$ cat src/rtl/wb_uart_slave_bridge.sv
// ---------------------------------------------------------------------------
// wb_uart_slave_bridge
//
// Wishbone classic slave front-end for the UART register file. Each accepted
// bus cycle becomes one single-cycle read or write strobe toward the UART
// registers. The cycle ends with a registered acknowledge after a
// programmable number of wait states. Illegal accesses end with an error
// pulse instead.
//
// Parameters:
//   DATA_WIDTH  - bus data width, 8 or 32
//   ADDR_WIDTH  - bus address width, 3 (8-bit bus) or 5 (32-bit bus)
//   WAIT_STATES - extra cycles between register strobe and ack, 0..7
//   REG_COUNT   - number of implemented registers, 1..8
//
// Ports:
//   clk, wb_rst_i        - clock and asynchronous active-high reset
//   wb_adr_i, wb_dat_i   - byte address and write data
//   wb_we_i, wb_stb_i    - write enable and strobe
//   wb_cyc_i, wb_sel_i   - cycle valid and byte-lane select
//   wb_dat_o             - read data, valid while wb_ack_o is high
//   wb_ack_o, wb_err_o   - normal and error termination pulses
//   reg_adr_o            - register index toward the UART core
//   reg_wdat_o           - register write data
//   reg_rdat_i           - register read data, combinational from reg_adr_o
//   reg_we_o, reg_re_o   - single-cycle register write/read strobes
//   int_i, int_o         - UART interrupt in, registered interrupt out
// ---------------------------------------------------------------------------
module wb_uart_slave_bridge #(
    parameter int DATA_WIDTH  = 8,
    parameter int ADDR_WIDTH  = 3,
    parameter int WAIT_STATES = 1,
    parameter int REG_COUNT   = 8
) (
    input  logic                    clk,
    input  logic                    wb_rst_i,
    input  logic [ADDR_WIDTH-1:0]   wb_adr_i,
    input  logic [DATA_WIDTH-1:0]   wb_dat_i,
    output logic [DATA_WIDTH-1:0]   wb_dat_o,
    input  logic                    wb_we_i,
    input  logic                    wb_stb_i,
    input  logic                    wb_cyc_i,
    input  logic [DATA_WIDTH/8-1:0] wb_sel_i,
    output logic                    wb_ack_o,
    output logic                    wb_err_o,
    output logic [2:0]              reg_adr_o,
    output logic [7:0]              reg_wdat_o,
    input  logic [7:0]              reg_rdat_i,
    output logic                    reg_we_o,
    output logic                    reg_re_o,
    input  logic                    int_i,
    output logic                    int_o
);

    localparam int           LANES     = DATA_WIDTH / 8;
    localparam logic [3:0]   REG_LIMIT = 4'(REG_COUNT);
    localparam logic [2:0]   WAIT_INIT = (WAIT_STATES > 0) ? 3'(WAIT_STATES - 1) : 3'd0;

    typedef enum logic [2:0] {
        ST_IDLE,
        ST_ACCESS,
        ST_WAIT,
        ST_ACK,
        ST_ERR
    } state_t;

    state_t                  state_q, state_d;
    logic [2:0]              wait_cnt_q, wait_cnt_d;
    logic                    we_q, we_d;
    logic [1:0]              lane_q, lane_d;
    logic [2:0]              reg_adr_q, reg_adr_d;
    logic [7:0]              reg_wdat_q, reg_wdat_d;
    logic [7:0]              rdat_q, rdat_d;
    logic [DATA_WIDTH-1:0]   dat_o_q, dat_o_d;
    logic                    int_q, int_d;

    logic       req;
    logic [2:0] req_idx;
    logic [1:0] req_lane;
    logic       sel_ok;
    logic       idx_ok;
    logic       req_legal;
    logic [7:0] req_byte;
    logic [7:0] rd_byte;

    // Register index and byte lane depend on the bus width. On the wide bus
    // the lane comes from a one-hot select and the low address bits are
    // don't-care; on the narrow bus the select is ignored.
    generate
        if (DATA_WIDTH == 32) begin : g_wide
            logic unused_adr_lsb;
            assign unused_adr_lsb = ^wb_adr_i[1:0];
            assign req_idx        = wb_adr_i[4:2];
            assign sel_ok         = $onehot(wb_sel_i);
            always_comb begin
                req_lane = 2'd0;
                for (int i = 0; i < 4; i++) begin
                    if (wb_sel_i[i]) begin
                        req_lane = 2'(i);
                    end
                end
            end
        end else begin : g_narrow
            logic unused_sel;
            assign unused_sel = ^wb_sel_i;
            assign req_idx    = wb_adr_i[2:0];
            assign sel_ok     = 1'b1;
            assign req_lane   = 2'd0;
        end
    endgenerate

    // Request qualification and selection of the write byte from the
    // addressed lane.
    always_comb begin
        req       = wb_cyc_i & wb_stb_i;
        idx_ok    = ({1'b0, req_idx} < REG_LIMIT);
        req_legal = sel_ok & idx_ok;
        req_byte  = wb_dat_i[7:0];
        for (int i = 0; i < LANES; i++) begin
            if (req_lane == 2'(i)) begin
                req_byte = wb_dat_i[8*i +: 8];
            end
        end
    end

    // State register plus all datapath flops.
    always_ff @(posedge clk or posedge wb_rst_i) begin
        if (wb_rst_i) begin
            state_q    <= ST_IDLE;
            wait_cnt_q <= 3'd0;
            we_q       <= 1'b0;
            lane_q     <= 2'd0;
            reg_adr_q  <= 3'd0;
            reg_wdat_q <= 8'd0;
            rdat_q     <= 8'd0;
            dat_o_q    <= '0;
            int_q      <= 1'b0;
        end else begin
            state_q    <= state_d;
            wait_cnt_q <= wait_cnt_d;
            we_q       <= we_d;
            lane_q     <= lane_d;
            reg_adr_q  <= reg_adr_d;
            reg_wdat_q <= reg_wdat_d;
            rdat_q     <= rdat_d;
            dat_o_q    <= dat_o_d;
            int_q      <= int_d;
        end
    end

    // Next-state logic. Dropping wb_cyc_i during ACCESS or WAIT abandons the
    // cycle without a termination; the strobe already issued stands.
    always_comb begin
        state_d    = state_q;
        wait_cnt_d = wait_cnt_q;
        case (state_q)
            ST_IDLE: begin
                if (req) begin
                    state_d = req_legal ? ST_ACCESS : ST_ERR;
                end
            end
            ST_ACCESS: begin
                if (!wb_cyc_i) begin
                    state_d = ST_IDLE;
                end else if (WAIT_STATES == 0) begin
                    state_d = ST_ACK;
                end else begin
                    state_d    = ST_WAIT;
                    wait_cnt_d = WAIT_INIT;
                end
            end
            ST_WAIT: begin
                if (!wb_cyc_i) begin
                    state_d    = ST_IDLE;
                    wait_cnt_d = 3'd0;
                end else if (wait_cnt_q == 3'd0) begin
                    state_d = ST_ACK;
                end else begin
                    wait_cnt_d = wait_cnt_q - 3'd1;
                end
            end
            ST_ACK:  state_d = ST_IDLE;
            ST_ERR:  state_d = ST_IDLE;
            default: state_d = ST_IDLE;
        endcase
    end

    // Datapath. Request fields are latched only for legal accesses so the
    // register-side outputs hold their last value otherwise. Read data is
    // captured at the end of ACCESS and published on the bus when ACK is
    // entered, so an aborted read never disturbs wb_dat_o. With no wait
    // states ACK follows ACCESS directly and the core data is used as-is.
    always_comb begin
        we_d       = we_q;
        lane_d     = lane_q;
        reg_adr_d  = reg_adr_q;
        reg_wdat_d = reg_wdat_q;
        rdat_d     = rdat_q;
        dat_o_d    = dat_o_q;
        int_d      = int_i;
        rd_byte    = (state_q == ST_ACCESS) ? reg_rdat_i : rdat_q;

        if (state_q == ST_IDLE && req && req_legal) begin
            we_d       = wb_we_i;
            lane_d     = req_lane;
            reg_adr_d  = req_idx;
            reg_wdat_d = req_byte;
        end

        if (state_q == ST_ACCESS) begin
            rdat_d = reg_rdat_i;
        end

        if (state_q != ST_ACK && state_d == ST_ACK && !we_q) begin
            dat_o_d = '0;
            for (int i = 0; i < LANES; i++) begin
                if (lane_q == 2'(i)) begin
                    dat_o_d[8*i +: 8] = rd_byte;
                end
            end
        end
    end

    // Outputs are decoded from registered state only.
    always_comb begin
        wb_ack_o   = (state_q == ST_ACK);
        wb_err_o   = (state_q == ST_ERR);
        reg_we_o   = (state_q == ST_ACCESS) &  we_q;
        reg_re_o   = (state_q == ST_ACCESS) & ~we_q;
        reg_adr_o  = reg_adr_q;
        reg_wdat_o = reg_wdat_q;
        wb_dat_o   = dat_o_q;
        int_o      = int_q;
    end

endmodule
$ cat config.mk
export PLATFORM = sky130hd
export DESIGN_NAME = wb_uart_slave_bridge
export DESIGN_NICKNAME = d
export VERILOG_FILES = /design/src/rtl/wb_uart_slave_bridge.sv
export SDC_FILE = /design/constraint.sdc
export NUM_CORES = 1
export LEC_CHECK = 0
export ABC_AREA = 1
export BUFFER_PORTS_ARGS = -buffer_cell sky130_fd_sc_hd__buf_2
export CAP_MARGIN = 10
export CELL_PAD_IN_SITES_DETAIL_PLACEMENT = 0
export CELL_PAD_IN_SITES_GLOBAL_PLACEMENT = 1
export CORE_MARGIN = 5
export CORE_UTILIZATION = 39
export CTS_CLUSTER_DIAMETER = 80
export DETAILED_ROUTE_END_ITERATION = 10
export PLACE_DENSITY = 0.92
export SLEW_MARGIN = 25
export SYNTH_ARGS = -nofsm -noshare
export SYNTH_HDL_FRONTEND = slang
export SYNTH_SLANG_ARGS = --single-unit
$ cat constraint.sdc
create_clock -name clk -period 2.4 [get_ports clk]
set_clock_uncertainty 0.1 [all_clocks]
set_input_delay 0.48 -clock clk [delete_from_list [all_inputs] [get_ports clk]]
set_output_delay 0.48 -clock clk [all_outputs]
set_load 0.1 [all_outputs]
==> results.ini, run 1 <==
[route]
vias = 1206
wirelength_um = 3060
drc = 0
wire_per_inst_um = 11.2
vias_per_cell = 4.42
ant_nets = 0
drt-pass1-iter-count = 4
drt_iter0_markers = 45

[die]
start_util = 0.412
fp.dieH_um = 72.9
rows = 22
core_um2 = 3740
chipWidth_um = 72.9
die_area_um2 = 5310
pin_count = 50

[placed_design]
port_buffers = 48
hpwl_um = 2280
dp_slack_ns = 0.469
gp_congestion = 0.792
place_inst = 265

[outcome]
status = complete, no violations

[worst_hold_path]
hold_class = input pin to asynchronous set/reset pin

[cells_and_area]
seq_area_um2 = 876
layout_commonest_cell = nand2_1
multi_input_area_um2 = 552
drive_above_1_share = 0.320
diodes = 0
final_cells = 273
nNetsFinal = 252
nFillCells = 390
layout_common_cells = nand2_1, buf_2, dfrtp_1
area_growth_pct = 23.7

[global_routing]
grt_pass1_wl_um = 5420
track_usage = 0.132
grt_pass1_vias = 1241
grt_remaining_overflow = 0
grt_antenna_before_repair = 0
grt_max_degree = 36

[sta]
fin_ws_ns = 0.176
setup_viol = 0
drv_slew = 0
hold_violations = 0
final.min_clock_period_ns = 2.22
fmaxAchievable_mhz = 450
rsz0062_at_grt = no
fin_crit_sh = 0.927

[yosys]
synth_top_flop_cell = dfrtp_1
yosys.area_share.xor_xnor = 0
synth_top_family_by_area = simple AND/OR/NAND/NOR gates
synth_seq_area_share = 0.568
synth_cell_types = 24
yosys_register_bits = 35
synth_nets = 199
async_reset_ff_frac = 1.00
avgSynthCellArea_um2 = 9.02
netlist_area_um2 = 1540
synth-simple-area-share = 0.290
synth_edf_count = 0
synth_compound_area_frac = 0.0422
synth-adder-area-share = 0.0162
yosys_warnings = 0
synthMuxAreaShare = 0
syn_inst = 171

[cts]
worstSkewPairLatency_ns = 0.28
cts_resized = 0
clkSlewWorstSetupHoldPaths_ns = 0.06
cts_tree = yes
hold_buffers = 0
cts-htree-levels = 2
clockRootBuffer = clkbuf_8
post-cts-setup-buffer-count = 0
clock_path_buffers = 2
cts_made_buffers = 5
clkSinkCount = 35

[critical_path]
startpoint = state_q[1]
rr_worst_depth = 10
cp_max_fo = 13
critPathArrivalTime_ns = 1.64
worstSetupPathType = register to output pin
crit_path_end = reg_re_o
worstSetupEndpointType = output pin
worstReg2RegEnd = wb_dat_o[1]
rrSetupSlack_ns = 0.90
start_kind = register
critical_path_required_ns = 1.82
timing.rr.start = wait_cnt_q[0]

[power]
p_per_area_nw_per_um2 = 915
peakVddDrop_mv = 0.442
p_leak_nw = 1.12

[job]
drv_cap = 0

worst min-delay path by stage:
stage | end | startpoint | depth (start not counted) | slack, ns
2_1_floorplan | wait_cnt_q[0] | wait_cnt_q[0] | 2 | 0.34
3_3_place_gp | wait_cnt_q[0] | wait_cnt_q[0] | 2 | 0.36
3_5_place_dp | wb_dat_o[3] | wb_dat_o[3] | 2 | 0.36
4_1_cts | rdat_q[7] | wb_rst_i | 3 | 0.19
5_1_grt | int_o | int_i | 1 | 0.19
6_report | reg_wdat_o[2] | wb_rst_i | 3 | 0.18
synth_stat cells (2+ instances only):
master | count | area share
dfrtp_1 | 35 | 0.57
ha_1 | 2 | 0.016
inv_1 | 20 | 0.049
inv_2 | 2 | 0.0049
nand2_1 | 67 | 0.16
nand2_2 | 5 | 0.020
nand3_1 | 3 | 0.0097
nand3_4 | 2 | 0.023
nor2_1 | 8 | 0.019
nor2_4 | 2 | 0.015
nor3_1 | 2 | 0.0065
o21ai_0 | 9 | 0.029
o21ai_1 | 3 | 0.0097
layout make-up:
cell class / instances / area share
Clock buffer: 7 / 0.0400
Clock inverter: 1 / 0.00262
Inverter: 23 / 0.0479
Multi-Input combinational cell: 110 / 0.289
Sequential cell: 35 / 0.459
Tap cell: 48 / 0.0315
Timing Repair Buffer: 49 / 0.130
power by group:
part / switching [mW] / internal, mW / total, mW
Combinational: 0.523 / 0.104 / 0.627
Sequential: 0.0405 / 0.684 / 0.725
Clock: 0.191 / 0.203 / 0.395
sequential cells by signal, indices dropped and copies added (netlist names):
signal / count
reg_adr_o: 3
we_q: 1
wb_dat_o: 8
rdat_q: 8
int_o: 1
wait_cnt_q: 3
reg_wdat_o: 8
state_q: 3
kinds of logic after synthesis:
| group | after synthesis |
|---|---|
| AOI/OAI and AO/OA | 13 |
| other | 1 |
| adders and majority gates | 2 |
| and+or+nand+nor | 94 |
| buffers and inverters | 26 |
| DFF | 35 |
stage by stage:
step | util | setup TNS (ns) | area [um2] | hold slack [ns] | power [mW]
floorplan | - | -0.515 | 1550 | 0.342 | 1.25
global placement | 0.488 | 0 | 1830 | 0.355 | 1.36
detailed placement | 0.488 | 0 | 1830 | 0.360 | 1.37
CTS | 0.510 | 0 | 1910 | 0.191 | 1.77
global route | 0.510 | 0 | 1910 | 0.186 | 1.84
finish | 0.510 | 0 | 1910 | 0.180 | 1.75
per-layer routing:
layer,vias up,wire length [um],global-route usage,share of wire
met2,28,1520,0.219,0.50
met4,0,44,0.0553,0.014
met1,545,1320,0.159,0.43
met5,-,0,0,0
li1,626,-,-,-
met3,7,175,0.0386,0.057
worst max-delay path, cell delays in order (launching register included):
cell	delay, ns
dfrtp_1	0.46
inv_2	0.16
nand3_4	0.18
nor2_1	0.13
buf_2	0.44
(Power assumes the default switching activity.)
==> inputs of run 2 (changes only) <==
--- a/constraint.sdc
+++ b/constraint.sdc
@@ -3,3 +3,3 @@
 set_input_delay 0.48 -clock clk [delete_from_list [all_inputs] [get_ports clk]]
 set_output_delay 0.48 -clock clk [all_outputs]
-set_load 0.1 [all_outputs]
+set_load 0.02 [all_outputs]
==> run 2 against run 1 <==
Sequential cell count unchanged; fmax increased by 13%; die area unchanged; sequential share of layout area about the same; first-iteration DRC count decreased by 6.7%; critical endpoint unchanged.
==> results.ini, run 2 (synthesis results as in run 1) <==
[outcome]
status = complete, no violations

[die]
chipWidth_um = 72.9
pin_count = 50
rows = 22
core_um2 = 3740
start_util = 0.412
fp.dieH_um = 72.9
die_area_um2 = 5310

[cts]
clock_path_buffers = 2
worstSkewPairLatency_ns = 0.28
hold_buffers = 0
cts-htree-levels = 2
cts_resized = 0
clkSinkCount = 35
cts_tree = yes
cts_made_buffers = 5
clkSlewWorstSetupHoldPaths_ns = 0.07
post-cts-setup-buffer-count = 0
clockRootBuffer = clkbuf_8

[cells_and_area]
layout_commonest_cell = nand2_1
area_growth_pct = 23.8
nNetsFinal = 253
layout_common_cells = nand2_1, buf_2, dfrtp_1
drive_above_1_share = 0.319
diodes = 0

[global_routing]
track_usage = 0.130
grt_antenna_before_repair = 0
grt_pass1_wl_um = 5310
grt_max_degree = 26
grt_pass1_vias = 1202
grt_remaining_overflow = 0

[placed_design]
hpwl_um = 2360
gp_congestion = 0.753
port_buffers = 48

[critical_path]
critical_path_required_ns = 1.82
worstSetupPathType = register to output pin
crit_family = flip-flops
cp_max_fo = 13
path_cells = inv_2 > nand3_4 > nor2_1 > buf_2
slowest_stage = dfrtp_1
critPathArrivalTime_ns = 1.39
crit_buf_inv = 2
worstSetupEndpointType = output pin
start_kind = register
slowest_delay_ns = 0.45

[sta]
final.min_clock_period_ns = 1.97
hold_violations = 0
fmaxAchievable_mhz = 508
rsz0062_at_grt = no
setup_viol = 0
drv_slew = 0
fin_crit_sh = 0.821
tns_ns = 0
holdWs_ns = 0.101

[job]
drv_cap = 0

[power]
p_leak_nw = 1.12
peakVddDrop_mv = 0.447
p_total_mw = 1.42
p_per_area_nw_per_um2 = 746

[route]
drc = 0
ant_nets = 0
wire_per_inst_um = 11.2
wirelength_um = 3060
vias = 1197
drt_iter0_markers = 42
vias_per_cell = 4.37
drt-pass1-iter-count = 4

[worst_hold_path]
hold_class = input pin to asynchronous set/reset pin

[run 2: cell count changes in the layout (fill, tap and decap cells not counted), sizes merged]
cell / before / now
clkinvlp: 0 / 1
clkbuf: 7 / 6
buf: 49 / 50
[run 2: cell type report]
| class | count | area (um2) |
|---|---|---|
| fillers | 401 | 1830 |
| flip-flops and latches | 35 | 876 |
| multi-input cells | 110 | 542 |
| repair buffers | 50 | 255 |
| inverters | 23 | 91.3 |
| clock buffers | 6 | 72.6 |
| well taps | 48 | 60.1 |
| clock inverters | 2 | 12.5 |
[run 2: report_power, final]
group          internal (mW)  switching [mW]  leakage [nW]
registers              0.684          0.0396         0.448
logic                  0.105           0.189         0.628
clock network          0.202           0.204        0.0412
total                  0.991           0.432          1.12
[run 2: routing by layer]
metal,global-route usage,up-vias,share of wire
met1,0.151,541,0.43
li1,-,620,-
met3,0.0413,7,0.052
met2,0.227,29,0.51
met5,0,-,0
met4,0.0430,0,0.010
[run 2: worst paths after layout]
kind / slack (ns) / endpoint / startpoint / cells past startpoint
min in group clk: 0.20 / int_o / int_i / 1
min: 0.10 / reg_adr_o[0] / wb_rst_i / 2
max reg2reg: 0.88 / wb_dat_o[6] / wait_cnt_q[0] / 10
max in group asynchronous: 1.55 / wb_dat_o[5] / wb_rst_i / 3
max: 0.43 / reg_re_o / state_q[1] / 4
min reg2reg: 0.38 / wb_dat_o[7] / wb_dat_o[7] / 2
[run 2: metrics by stage]
stage / setup WS, ns / area, um2 / std cells / util
final: 0.430 / 1910 / 274 / 0.510
after global routing: 0.330 / 1910 / 274 / 0.510
after CTS: 0.406 / 1910 / 274 / 0.510
after detailed placement: 0.752 / 1820 / 266 / 0.487
after global placement: 0.757 / 1820 / 266 / 0.487
after floorplan: 0.742 / 1540 / 171 / -
